File: src/rtl/serial_adder_ctrl_pkg.sv
// Shared definitions for the bit-serial adder/subtractor controller.
package serial_adder_ctrl_pkg;

    // Controller FSM states.
    typedef enum logic [1:0] {
        IDLE = 2'd0,
        RUN  = 2'd1,
        DONE = 2'd2
    } state_e;

    // Operation select encodings.
    localparam logic OP_ADD = 1'b0;
    localparam logic OP_SUB = 1'b1;

    // Conditionally invert operand B for subtraction (two's complement with carry-in = 1).
    function automatic logic [63:0] prep_b(input logic [63:0] b_val, input logic op_val);
        return (op_val == OP_SUB) ? ~b_val : b_val;
    endfunction

endpackage

File: src/rtl/full_adder.sv
// One-bit full adder used as the single arithmetic cell of the serial datapath.
module full_adder (
    input  logic A,
    input  logic B,
    input  logic Cin,
    output logic Sum,
    output logic Cout
);

    assign Sum  = A ^ B ^ Cin;
    assign Cout = (A & B) | (Cin & (A ^ B));

endmodule

File: src/rtl/serial_adder_ctrl.sv
// Bit-serial add/subtract controller: one result bit per clock, LSB first,
// through a single full adder. Results appear on sum/cout/ovf only when done.
module serial_adder_ctrl
    import serial_adder_ctrl_pkg::*;
#(
    parameter int WIDTH = 32
) (
    input  logic             clk,
    input  logic             rst,
    input  logic             start,
    input  logic             op,
    input  logic [WIDTH-1:0] a,
    input  logic [WIDTH-1:0] b,
    output logic             busy,
    output logic             done,
    output logic [WIDTH-1:0] sum,
    output logic             cout,
    output logic             ovf
);

    localparam int                CNT_W    = $clog2(WIDTH);
    localparam logic [CNT_W-1:0]  CNT_LAST = CNT_W'(WIDTH - 1);
    localparam logic [CNT_W-1:0]  CNT_ONE  = CNT_W'(1);

    state_e             state_q;
    state_e             state_d;
    // a_q doubles as the result shift register: result bits enter at the MSB
    // as operand bits leave at the LSB, so after WIDTH steps it holds the result.
    logic [WIDTH-1:0]   a_q;
    logic [WIDTH-1:0]   b_q;
    logic               carry_q;
    logic [CNT_W-1:0]   cnt_q;
    logic [WIDTH-1:0]   sum_q;
    logic               cout_q;
    logic               ovf_q;

    logic               load_s;
    logic               step_s;
    logic               last_s;
    logic               fa_sum_s;
    logic               fa_cout_s;
    logic [63:0]        b_prep_s;

    assign last_s   = (cnt_q == CNT_LAST);
    assign b_prep_s = prep_b(64'(b), op);

    full_adder u_fa (
        .A    (a_q[0]),
        .B    (b_q[0]),
        .Cin  (carry_q),
        .Sum  (fa_sum_s),
        .Cout (fa_cout_s)
    );

    // Next-state and datapath control decode.
    always_comb begin
        state_d = state_q;
        load_s  = 1'b0;
        step_s  = 1'b0;
        case (state_q)
            IDLE: begin
                if (start) begin
                    state_d = RUN;
                    load_s  = 1'b1;
                end else begin
                    state_d = IDLE;
                end
            end
            RUN: begin
                step_s = 1'b1;
                if (last_s) begin
                    state_d = DONE;
                end else begin
                    state_d = RUN;
                end
            end
            DONE: begin
                if (start) begin
                    state_d = RUN;
                    load_s  = 1'b1;
                end else begin
                    state_d = IDLE;
                end
            end
            default: begin
                state_d = IDLE;
            end
        endcase
    end

    // FSM state register; reset overrides any pending start.
    always_ff @(posedge clk) begin
        if (rst) begin
            state_q <= IDLE;
        end else begin
            state_q <= state_d;
        end
    end

    // Operand shift registers, carry and bit counter.
    always_ff @(posedge clk) begin
        if (rst) begin
            a_q     <= {WIDTH{1'b0}};
            b_q     <= {WIDTH{1'b0}};
            carry_q <= 1'b0;
            cnt_q   <= {CNT_W{1'b0}};
        end else if (load_s) begin
            a_q     <= a;
            b_q     <= b_prep_s[WIDTH-1:0];
            carry_q <= op;
            cnt_q   <= {CNT_W{1'b0}};
        end else if (step_s) begin
            a_q     <= {fa_sum_s, a_q[WIDTH-1:1]};
            b_q     <= {1'b0, b_q[WIDTH-1:1]};
            carry_q <= fa_cout_s;
            // Return to zero on the final step instead of wrapping.
            cnt_q   <= last_s ? {CNT_W{1'b0}} : (cnt_q + CNT_ONE);
        end else begin
            a_q     <= a_q;
            b_q     <= b_q;
            carry_q <= carry_q;
            cnt_q   <= cnt_q;
        end
    end

    // Result capture on the final RUN step only, so partial shifts stay hidden.
    always_ff @(posedge clk) begin
        if (rst) begin
            sum_q  <= {WIDTH{1'b0}};
            cout_q <= 1'b0;
            ovf_q  <= 1'b0;
        end else if (step_s && last_s) begin
            sum_q  <= {fa_sum_s, a_q[WIDTH-1:1]};
            cout_q <= fa_cout_s;
            // carry_q here is the carry into the MSB.
            ovf_q  <= carry_q ^ fa_cout_s;
        end else begin
            sum_q  <= sum_q;
            cout_q <= cout_q;
            ovf_q  <= ovf_q;
        end
    end

    assign busy = (state_q == RUN);
    assign done = (state_q == DONE);
    assign sum  = sum_q;
    assign cout = cout_q;
    assign ovf  = ovf_q;

endmodule
File: config.mk
export PLATFORM = sky130hd
export DESIGN_NAME = serial_adder_ctrl
export DESIGN_NICKNAME = d
export VERILOG_FILES = /design/src/rtl/serial_adder_ctrl_pkg.sv /design/src/rtl/full_adder.sv /design/src/rtl/serial_adder_ctrl.sv
export SDC_FILE = /design/constraint.sdc
export NUM_CORES = 1
export LEC_CHECK = 0
export BUFFER_PORTS_ARGS = -buffer_cell sky130_fd_sc_hd__buf_2
export CORE_MARGIN = 1
export CORE_UTILIZATION = 34
export DETAILED_ROUTE_END_ITERATION = 8
export MAX_ROUTING_LAYER = met4
export PLACE_DENSITY_LB_ADDON = 0.2
export SETUP_SLACK_MARGIN = 0.3
export SLEW_MARGIN = 40
export SYNTH_ARGS = -nofsm -noshare
export SYNTH_HDL_FRONTEND = slang
export SYNTH_SLANG_ARGS = --single-unit
File: constraint.sdc
create_clock -name clk -period 2.6 [get_ports clk]
set_input_delay 0.39 -clock clk [delete_from_list [all_inputs] [get_ports clk]]
set_output_delay 0.39 -clock clk [all_outputs]
set_load 0.02 [all_outputs]
==> flow_metrics.py, run 1 <==
metrics = {
    "run_status": {
        "status": "finished clean",
    },
    "synth": {
        "synth_top_area_share_pct": 47.7,
        "synth-seq-area-share_pct": 47.7,
        "post_synth_instance_area_um2": 4450,
        "yosys_warnings": 0,
        "syn-num-nets": 617,
        "synth_top_cells_by_count": "124 x sky130_fd_sc_hd__nand2_1, 106 x sky130_fd_sc_hd__dfxtp_1, 66 x sky130_fd_sc_hd__nor3_1",
        "yosys.cell_count.top_type": "sky130_fd_sc_hd__nand2_1",
        "ys_ff_latch": 106,
        "synth_area_leader_cell": "sky130_fd_sc_hd__dfxtp_1",
        "synth.top_cells.by_area": "sky130_fd_sc_hd__dfxtp_1 48%, sky130_fd_sc_hd__nand2_1 10%, sky130_fd_sc_hd__nor3_1 7.4%",
        "synth.distinct_cells": 31,
        "postSynth.asyncResetShare_pct": 0,
        "ys_dominant_reg_cell": "sky130_fd_sc_hd__dfxtp_1",
        "number_of_synthesized_flops_with_an_enable_pin": 0,
        "syn_inst": 546,
        "syn-mean-instance-area_um2": 8.15,
    },
    "power": {
        "total_power_uw": 3560,
        "power.density_nw_per_um2": 665,
        "vdd.ir_drop.worst_v": 0.000289,
        "leakagePower_uw": 0.00212,
    },
    "hold_path": {
        "worstHoldStart": "a[31]",
        "holdCritPathClass": "primary input to register",
    },
    "setup_path": {
        "crit_required_ns": 2.87,
        "timing.critical_path.fanout_max": 22,
        "worstReg2RegStart": "cnt_q[0]",
        "cp-end-kind": "register",
        "worst_setup_path_start_kind": "register",
        "crit_type": "register to register",
        "cp-startpoint": "cnt_q[0]",
        "worst_ep_arrival_time_ns": 2.16,
    },
    "routing": {
        "wl_per_instance_um": 13.9,
        "vias": 3989,
        "drt.antenna.violating_nets": 0,
        "post-route-drc-count": 0,
        "finalWirelength_um": 11100,
        "detailed_routing_iterations_pass_1": 4,
        "post_drt_via_cell_ratio": 4.98,
        "first_iter_violations": 281,
    },
    "cts": {
        "clk_pin_slew_worst_paths_ns": 0.07,
        "cts_hold_buf": 0,
        "clk-insertion-delay-late_ns": 0.35,
        "cts_setup_buffers": 0,
        "clock_tree.htree_level_count": 3,
        "ctsLongestPathBuffers": 2,
        "tritoncts.num_buffers": 9,
        "cts.sink_count": 106,
        "cts_resized": 0,
        "root_buffer": "sky130_fd_sc_hd__clkbuf_16",
        "tritoncts_clock_tree": "yes",
    },
    "floorplanning": {
        "die_width_um": 116,
        "floorplan.initialDensity_pct": 35.1,
        "placeableCoreArea_um2": 12700,
        "num_rows": 41,
        "floorplan.die.height_um": 116,
        "floorplan.die_area_um2": 13600,
        "count_of_boundary_i_o_pins": 104,
    },
    "sta": {
        "fmax_mhz": 531,
        "fin_worst_skew_ns": 0.00874,
        "rsz0062_at_grt": "no",
        "finalCriticalPeriod_ns": 1.88,
        "worst_margin_slew_ns": 0.661,
        "timing.setup.tns_ns": 0,
        "hold_viol": 0,
        "worst_slew_margin_rel_pct": 55.9,
        "finalMaxSlewViolations": 0,
        "timing.final.crit_share_pct": 72.5,
        "timing.final.setup_violations": 0,
    },
    "global_routing": {
        "grt_usage_pct": 17.8,
        "grt_remaining_overflow": 0,
        "grt_first_pass_wirelength_um": 18400,
        "antenna_violations_before_repair": 2,
        "grt_start_max_net_pins": 60,
        "via_count_of_the_first_global_routing_pass": 3774,
    },
    "placed_design": {
        "place_hpwl_um": 7150,
        "numPlacedInstances": 783,
        "post_dp_cell_area_um2": 5070,
        "place.port_buffers": 103,
        "routabilityCongestion": 0.789,
    },
    "finish": {
        "post-route-cell-area_um2": 5350,
        "final-instance-count-excl-fill": 801,
        "nNetsFinal": 693,
        "utilization_pct": 42.3,
        "syn2layout_area_growth_pct": 20.3,
        "layout_cells_sized_above_1_pct": 21.7,
    },
    "job": {
        "maxCapViolCount": 0,
    },
}
-- state kept, by name, indices dropped and copies added (netlist names) --
register,cells
carry_q,1
state_q,2
a_q,32
cout,1
b_q,32
sum,32
ovf,1
cnt_q,5
-- area by class of cell --
cell class                 count  area, um2
antenna                        2       5.00
clock buffer                  11        243
clock inverter                 5       38.8
fill                        1359       7320
inverter                       1       3.75
multi-input combinational    387       2090
sequential                   106       2120
tap                          172        215
timing repair buffer         117        636
-- path summary, 6_finish.rpt --
| path | end | slack [ns] | cells past startpoint |
|---|---|---|---|
| worst min-delay path | a_q[31] | 0.31 | 3 |
| worst max register to register | ovf | 0.72 | 7 |
| worst max-delay path | ovf | 0.72 | 7 |
| worst min register to register | sum[13] | 0.45 | 2 |
-- where the power goes --
| part | switching [uW] | internal (uW) | total [uW] |
|---|---|---|---|
| clock | 621 | 682 | 1300 |
| sequential | 66.7 | 1730 | 1790 |
| combinational | 266 | 196 | 462 |
| total | 955 | 2610 | 3560 |
-- cells by family after synthesis --
| logic type | after synthesis | synth area share (%) |
|---|---|---|
| AND/OR/NAND/NOR | 238 | 23.0 |
| flip-flops | 106 | 47.7 |
| XOR/XNOR | 33 | 6.49 |
| AO/OA/AOI/OAI | 113 | 16.3 |
| adder cells (fa/ha/maj) | 3 | 1.01 |
| buffers and inverters | 53 | 5.57 |
-- routing by layer --
metal	vias up	part of all wire [%]	GRT usage (%)
li1	2053	-	-
met1	1815	48	22.9
met2	105	43	26.5
met3	16	6.4	4.51
met4	0	1.8	7.52
met5	-	0	-
-- placed cells by master (no fill, tap or decap), types with 2 or more instances in the layout --
master / synthesis / layout
sky130_fd_sc_hd__ha_1: 2 / 2
sky130_fd_sc_hd__a22oi_1: 5 / 5
sky130_fd_sc_hd__o21ai_0: 2 / 2
sky130_fd_sc_hd__buf_2: 27 / 102
sky130_fd_sc_hd__nor3_1: 66 / 66
sky130_fd_sc_hd__nand2_1: 124 / 124
sky130_fd_sc_hd__nand3_1: 7 / 7
sky130_fd_sc_hd__xor2_1: 32 / 32
sky130_fd_sc_hd__clkinv_4: 0 / 2
sky130_fd_sc_hd__a21oi_1: 44 / 44
sky130_fd_sc_hd__a311oi_1: 26 / 26
sky130_fd_sc_hd__nor2_1: 30 / 30
sky130_fd_sc_hd__buf_4: 2 / 14
sky130_fd_sc_hd__diode_2: 0 / 2
sky130_fd_sc_hd__dfxtp_1: 106 / 106
sky130_fd_sc_hd__clkbuf_16: 0 / 9
sky130_fd_sc_hd__o22ai_1: 33 / 33
-- stage by stage --
stage                     hold slack [ns]  worst slack (ns)
after floorplan                     0.441             0.847
after global placement              0.440             0.831
after detailed placement            0.444             0.706
after CTS                           0.296             0.691
after global routing                0.315             0.509
final                               0.310             0.715
-- critical path, cell delays in order, from the launching register on --
cell	delay (ns)
sky130_fd_sc_hd__dfxtp_1	0.38
sky130_fd_sc_hd__ha_1	0.22
sky130_fd_sc_hd__and3_1	0.18
sky130_fd_sc_hd__ha_1	0.27
sky130_fd_sc_hd__and3b_1	0.22
sky130_fd_sc_hd__buf_4	0.27
sky130_fd_sc_hd__nor2_1	0.07
sky130_fd_sc_hd__a211oi_1	0.19
Power figures use the tool's default switching activity.
==> inputs of run 2 (changes only) <==
==> constraint.sdc (replaced) <==
create_clock -name clk -period 1.8 [get_ports clk]
set_input_delay 0.27 -clock clk [delete_from_list [all_inputs] [get_ports clk]]
set_output_delay 0.27 -clock clk [all_outputs]
set_load 0.02 [all_outputs]
==> run 2 against run 1 <==
Compared with the run above: worst setup slack got worse by 0.61 ns; clock skew increased by 0.0014 ns; count of clock-buffer cells in the layout increased by 1; sequential cell count unchanged; non-clock buffer count increased by 19; global-route usage increased by 0.22 points; power increased by 48%; register-to-register slack got worse by 0.61 ns; first-iteration DRC count decreased by 5.3%; utilization increased by 4.4 points; highest routed layer unchanged.
==> flow_metrics.py, run 2 (synthesis results as in run 1) <==
metrics = {
    "cts": {
        "tritoncts_clock_tree": "yes",
        "clk_pin_slew_worst_paths_ns": 0.07,
        "clk-insertion-delay-late_ns": 0.35,
        "clock_tree.htree_level_count": 3,
        "cts.sink_count": 106,
        "ctsLongestPathBuffers": 2,
        "tritoncts.num_buffers": 9,
        "root_buffer": "sky130_fd_sc_hd__clkbuf_16",
    },
    "finish": {
        "layout_cells_sized_above_1_pct": 30.1,
        "syn2layout_area_growth_pct": 32.9,
        "filler_cell_count": 1265,
        "utilization_pct": 46.7,
        "post-route-cell-area_um2": 5920,
        "nNetsFinal": 712,
        "commonest_cells_after_routing_fill_and_taps_aside": "103 x sky130_fd_sc_hd__nand2_1, 103 x sky130_fd_sc_hd__dfxtp_1, 102 x sky130_fd_sc_hd__buf_2",
    },
    "setup_path": {
        "worst_r2r_path_depth": 7,
        "worstReg2RegStart": "cnt_q[1]",
        "worst_setup_path_start_kind": "register",
        "timing.critical_path.fanout_max": 12,
        "worst_ep_arrival_time_ns": 1.95,
        "crit_type": "register to register",
        "regToRegSetupSlack_ns": 0.11,
        "crit_required_ns": 2.06,
        "cp-startpoint": "cnt_q[1]",
        "worstReg2RegEnd": "ovf",
        "cp-end-kind": "register",
        "worstSetupEndpoint": "ovf",
    },
    "sta": {
        "worst_margin_slew_ns": 0.344,
        "fmax_mhz": 592,
        "fin_worst_skew_ns": 0.0101,
        "finalMaxSlewViolations": 0,
        "postLayoutSetupSlackWorst_ns": 0.110,
        "timing.final.setup_violations": 0,
        "worst_slew_margin_rel_pct": 77.1,
        "finalCriticalPeriod_ns": 1.69,
        "timing.final.crit_share_pct": 93.9,
        "timing.setup.tns_ns": 0,
        "hold_viol": 0,
        "rsz0062_at_grt": "yes",
    },
    "placed_design": {
        "post_dp_cell_area_um2": 5200,
        "placement.setup.worst_slack_ns": 0.162,
        "routabilityCongestion": 0.757,
        "place.port_buffers": 103,
        "place_hpwl_um": 7150,
    },
    "global_routing": {
        "via_count_of_the_first_global_routing_pass": 3749,
        "grt_start_max_net_pins": 71,
        "grt_first_pass_wirelength_um": 18300,
        "grt_usage_pct": 18.1,
        "antenna_violations_before_repair": 1,
        "grt_remaining_overflow": 0,
    },
    "floorplanning": {
        "floorplan.initialDensity_pct": 35.1,
        "floorplan.die.height_um": 116,
        "die_width_um": 116,
        "floorplan.die_area_um2": 13600,
        "placeableCoreArea_um2": 12700,
        "num_rows": 41,
        "count_of_boundary_i_o_pins": 104,
    },
    "routing": {
        "post-route-drc-count": 0,
        "wl_per_instance_um": 14.7,
        "post_drt_via_cell_ratio": 5.06,
        "vias": 4141,
        "finalWirelength_um": 12100,
        "first_iter_violations": 266,
        "detailed_routing_iterations_pass_1": 5,
        "drt.antenna.violating_nets": 0,
    },
    "power": {
        "vdd.ir_drop.worst_v": 0.000407,
        "power.density_nw_per_um2": 890,
        "total_power_uw": 5270,
        "leakagePower_uw": 0.00233,
    },
    "job": {
        "maxCapViolCount": 0,
    },
    "hold_path": {
        "holdCritPathClass": "primary input to register",
    },
    "run_status": {
        "status": "finished clean",
    },
}
## run 2: cell count changes in the layout (fill, tap and decap cells not counted), moves of 5 or more
cell                      before  now
sky130_fd_sc_hd__a21oi_1      44   34
sky130_fd_sc_hd__buf_6         0    5
sky130_fd_sc_hd__nand2_1     124  103
sky130_fd_sc_hd__buf_12        1    9
sky130_fd_sc_hd__nand2_2       0   18
sky130_fd_sc_hd__a21oi_2       0   10
## run 2: how the worst min path moves through the flow
| stage | start | depth (start not counted) | to | slack (ns) |
|---|---|---|---|---|
| 6_report | a[29] | 3 | a_q[29] | 0.21 |
| 5_1_grt | a[10] | 3 | a_q[10] | 0.21 |
| 4_1_cts | a[29] | 3 | a_q[29] | 0.20 |
| 3_5_place_dp | sum[9] | 2 | sum[9] | 0.44 |
| 3_3_place_gp | sum[14] | 2 | sum[14] | 0.44 |
| 2_1_floorplan | b_q[31] | 2 | b_q[31] | 0.44 |
## run 2: metal layers
| layer | share of wire, % | GRT usage, % |
|---|---|---|
| met5 | 0 | - |
| met4 | 1.5 | 7.78 |
| met3 | 4.1 | 3.22 |
| met2 | 47 | 29.2 |
| met1 | 47 | 22.0 |
## run 2: area by class of cell
cell class	count	area, um2	share of cell area (%)
diodes	1	2.50	0.0423
repair buffers	136	1030	17.5
multi-input cells	387	2250	38.0
clock inverters	3	40.0	0.677
well taps	172	215	3.64
clock buffers	12	246	4.17
inverters	1	6.26	0.106
flip-flops and latches	106	2130	35.9
## run 2: power by group
part	total, uW	internal (uW)	switching [uW]
registers	2590	2500	96.3
clock network	1950	1110	839
logic	729	320	409
total	5270	3920	1350
## run 2: repair_timing
item	in CTS	in global routing
setup buffers	6	3
gates resized for setup	9	42
hold endpoints to repair	0	0
pin swaps	2	34
hold buffers	0	0
gates cloned	3	4
setup endpoints to repair	37	42
## run 2: worst max-delay path, stage by stage (launching register included)
cell and delay (ns):
sky130_fd_sc_hd__dfxtp_2 0.34, sky130_fd_sc_hd__ha_4 0.16, sky130_fd_sc_hd__and3_4 0.17, sky130_fd_sc_hd__ha_4 0.16, sky130_fd_sc_hd__and3b_2 0.24, sky130_fd_sc_hd__buf_12 0.15, sky130_fd_sc_hd__buf_16 0.14, sky130_fd_sc_hd__a211oi_2 0.24
## run 2: through the flow
stage               cells  hold WS (ns)
floorplan             546         0.444
global placement      786         0.443
detailed placement    786         0.444
CTS                   810         0.198
global route          818         0.214
finish                818         0.207
==> inputs of run 3 (changes only) <==
--- a/config.mk
+++ b/config.mk
@@ -8,9 +8,11 @@
 export BUFFER_PORTS_ARGS = -buffer_cell sky130_fd_sc_hd__buf_2
 export CORE_MARGIN = 1
 export CORE_UTILIZATION = 34
+export CTS_CLUSTER_SIZE = 40
 export DETAILED_ROUTE_END_ITERATION = 8
 export MAX_ROUTING_LAYER = met4
 export PLACE_DENSITY_LB_ADDON = 0.2
+export REMOVE_ABC_BUFFERS = 1
 export SETUP_SLACK_MARGIN = 0.3
 export SLEW_MARGIN = 40
 export SYNTH_ARGS = -nofsm -noshare
==> run 3 against run 2 <==
Compared with the run above: non-clock buffer count is 2 lower; combinational power rose by 4.0%; global-route usage grew 0.36 points; fmax up 3.5%; final cell count decreased by 0.24%; register-to-register slack better by 0.06 ns; clock skew up 0.00058 ns.
==> flow_metrics.py, run 3 (synthesis results as in run 1) <==
metrics = {
    "run_status": {
        "status": "finished clean",
    },
    "routing": {
        "post_drt_via_cell_ratio": 5.06,
        "vias": 4133,
        "first_iter_violations": 316,
        "wl_per_instance_um": 14.5,
        "post-route-drc-count": 0,
        "drt.antenna.violating_nets": 0,
        "finalWirelength_um": 11800,
        "detailed_routing_iterations_pass_1": 6,
    },
    "finish": {
        "layout_cells_sized_above_1_pct": 28.6,
        "insertedDiodeCount": 0,
        "syn2layout_area_growth_pct": 31.9,
        "final-instance-count-excl-fill": 816,
        "utilization_pct": 46.3,
        "commonest_cells_after_routing_fill_and_taps_aside": "117 x sky130_fd_sc_hd__nand2_1, 102 x sky130_fd_sc_hd__dfxtp_1, 101 x sky130_fd_sc_hd__buf_2",
        "mostFrequentLayoutCell": "sky130_fd_sc_hd__nand2_1",
        "nNetsFinal": 710,
    },
    "setup_path": {
        "crit_type": "register to register",
        "timing.critical_path.cells": "ha_4 -> and3_4 -> ha_4 -> and3b_2 -> buf_6 -> clkbuf_16 -> a211oi_2",
        "worst_setup_path_start_kind": "register",
        "cp-startpoint": "cnt_q[1]",
        "timing.critical_path.fanout_max": 7,
        "regToRegSetupSlack_ns": 0.17,
        "worstSetupEndpoint": "ovf",
        "worstReg2RegEnd": "ovf",
        "worst_r2r_path_depth": 7,
        "cp-end-kind": "register",
        "crit_required_ns": 2.07,
        "cp_slowest_cell": "sky130_fd_sc_hd__dfxtp_2",
        "worstReg2RegStart": "cnt_q[1]",
        "worst_ep_arrival_time_ns": 1.90,
        "cpMostUsedCell": "sky130_fd_sc_hd__ha_4",
        "timing.critical_path.slowest_cell_delay_ns": 0.34,
    },
    "placed_design": {
        "place.port_buffers": 103,
        "placement.setup.worst_slack_ns": 0.00643,
        "numPlacedInstances": 786,
        "routabilityCongestion": 0.755,
        "place_hpwl_um": 7070,
    },
    "global_routing": {
        "grt_remaining_overflow": 0,
        "grt_start_max_net_pins": 56,
        "grt_usage_pct": 18.4,
        "grt_first_pass_wirelength_um": 19100,
        "via_count_of_the_first_global_routing_pass": 3899,
        "antenna_violations_before_repair": 0,
    },
    "floorplanning": {
        "num_rows": 41,
        "floorplan.initialDensity_pct": 35.1,
        "floorplan.die_area_um2": 13600,
        "placeableCoreArea_um2": 12700,
        "die_width_um": 116,
        "floorplan.die.height_um": 116,
        "count_of_boundary_i_o_pins": 104,
    },
    "hold_path": {
        "holdCritPathClass": "primary input to register",
    },
    "power": {
        "p_int_uw": 3980,
        "switching_share_pct": 26.4,
        "pwr-share-comb_pct": 14.0,
        "vdd.ir_drop.worst_v": 0.000486,
        "share_clk_of_total_power_pct": 37.9,
        "power.density_nw_per_um2": 920,
        "share_seq_of_total_power_pct": 48.1,
        "leakagePower_uw": 0.00233,
        "total_power_uw": 5400,
        "netSwitchingPower_uw": 1420,
    },
    "sta": {
        "fmax_mhz": 612,
        "postLayoutSetupSlackWorst_ns": 0.166,
        "timing.final.setup_violations": 0,
        "timing.setup.tns_ns": 0,
        "fin_worst_skew_ns": 0.0107,
        "finalCriticalPeriod_ns": 1.63,
        "worst_margin_slew_ns": 0.330,
        "rsz0062_at_grt": "yes",
        "worst_slew_margin_rel_pct": 78.0,
        "finalMaxSlewViolations": 0,
        "hold_viol": 0,
        "timing.final.crit_share_pct": 90.8,
    },
    "cts": {
        "clock_tree.htree_level_count": 3,
        "tritoncts.num_buffers": 9,
        "root_buffer": "sky130_fd_sc_hd__clkbuf_16",
        "tritoncts_clock_tree": "yes",
        "clk-insertion-delay-late_ns": 0.35,
        "cts_hold_buf": 0,
        "clk_pin_slew_worst_paths_ns": 0.07,
        "cts.sink_count": 106,
        "ctsLongestPathBuffers": 2,
    },
    "job": {
        "maxCapViolCount": 0,
    },
}
run 3: changes by cell type in the layout (fill, tap and decap cells not counted), sizes merged:
cell and delta:
inv +2, clkinvlp +1, clkbuf -5, bufbuf +2, diode -1, buf -1
run 3: cell type report:
class / instances / area (um2)
well taps: 172 / 215
fillers: 1292 / 6800
repair buffers: 134 / 993
clock inverters: 6 / 72.6
flip-flops and latches: 106 / 2130
multi-input cells: 387 / 2220
clock buffers: 10 / 239
inverters: 1 / 6.26
run 3: metrics by stage:
stage,hold WS [ns],instance area (um2)
floorplan,0.339,4210
global placement,0.440,5190
detailed placement,0.445,5190
CTS,0.192,5770
global route,0.197,5870
finish,0.202,5870
run 3: worst min path at each step:
stage	slack (ns)	cells past startpoint	endpoint	from
3_5_place_dp	0.44	2	sum[23]	sum[23]
6_report	0.20	3	a_q[9]	a[9]
2_1_floorplan	0.34	1	a_q[0]	rst
5_1_grt	0.20	3	a_q[9]	a[9]
3_3_place_gp	0.44	2	sum[25]	sum[25]
4_1_cts	0.19	3	a_q[9]	a[9]
run 3: layer usage:
metal / track usage, % / wire (um) / vias to the layer above
met5: - / 0 / -
met4: 3.76 / 82 / 0
met3: 3.94 / 612 / 8
met2: 28.9 / 5500 / 109
met1: 24.3 / 5600 / 1931
li1: - / - / 2085
run 3: what timing repair did:
action                     CTS  global route
setup buffers                8             1
cloned                       4             1
pin swaps                    0             8
gates resized for setup     19            23
setup endpoints to repair   39            40
run 3: power groups by stage:
stage,Sequential [uW],Clock (uW),Combinational (uW)
finish,2600,2050,758
global route,2620,2190,845
CTS,2590,2090,759
detailed placement,2640,0,708
global placement,2640,0,692
floorplan,2620,0,413
run 3: critical path: cells and delay by family, from the launching register on:
kind            cells  cell delay, ns
flops               1            0.34
buf+inv             2            0.31
compound gates      1            0.16
fa+ha+maj           2            0.33
simple gates        2            0.43
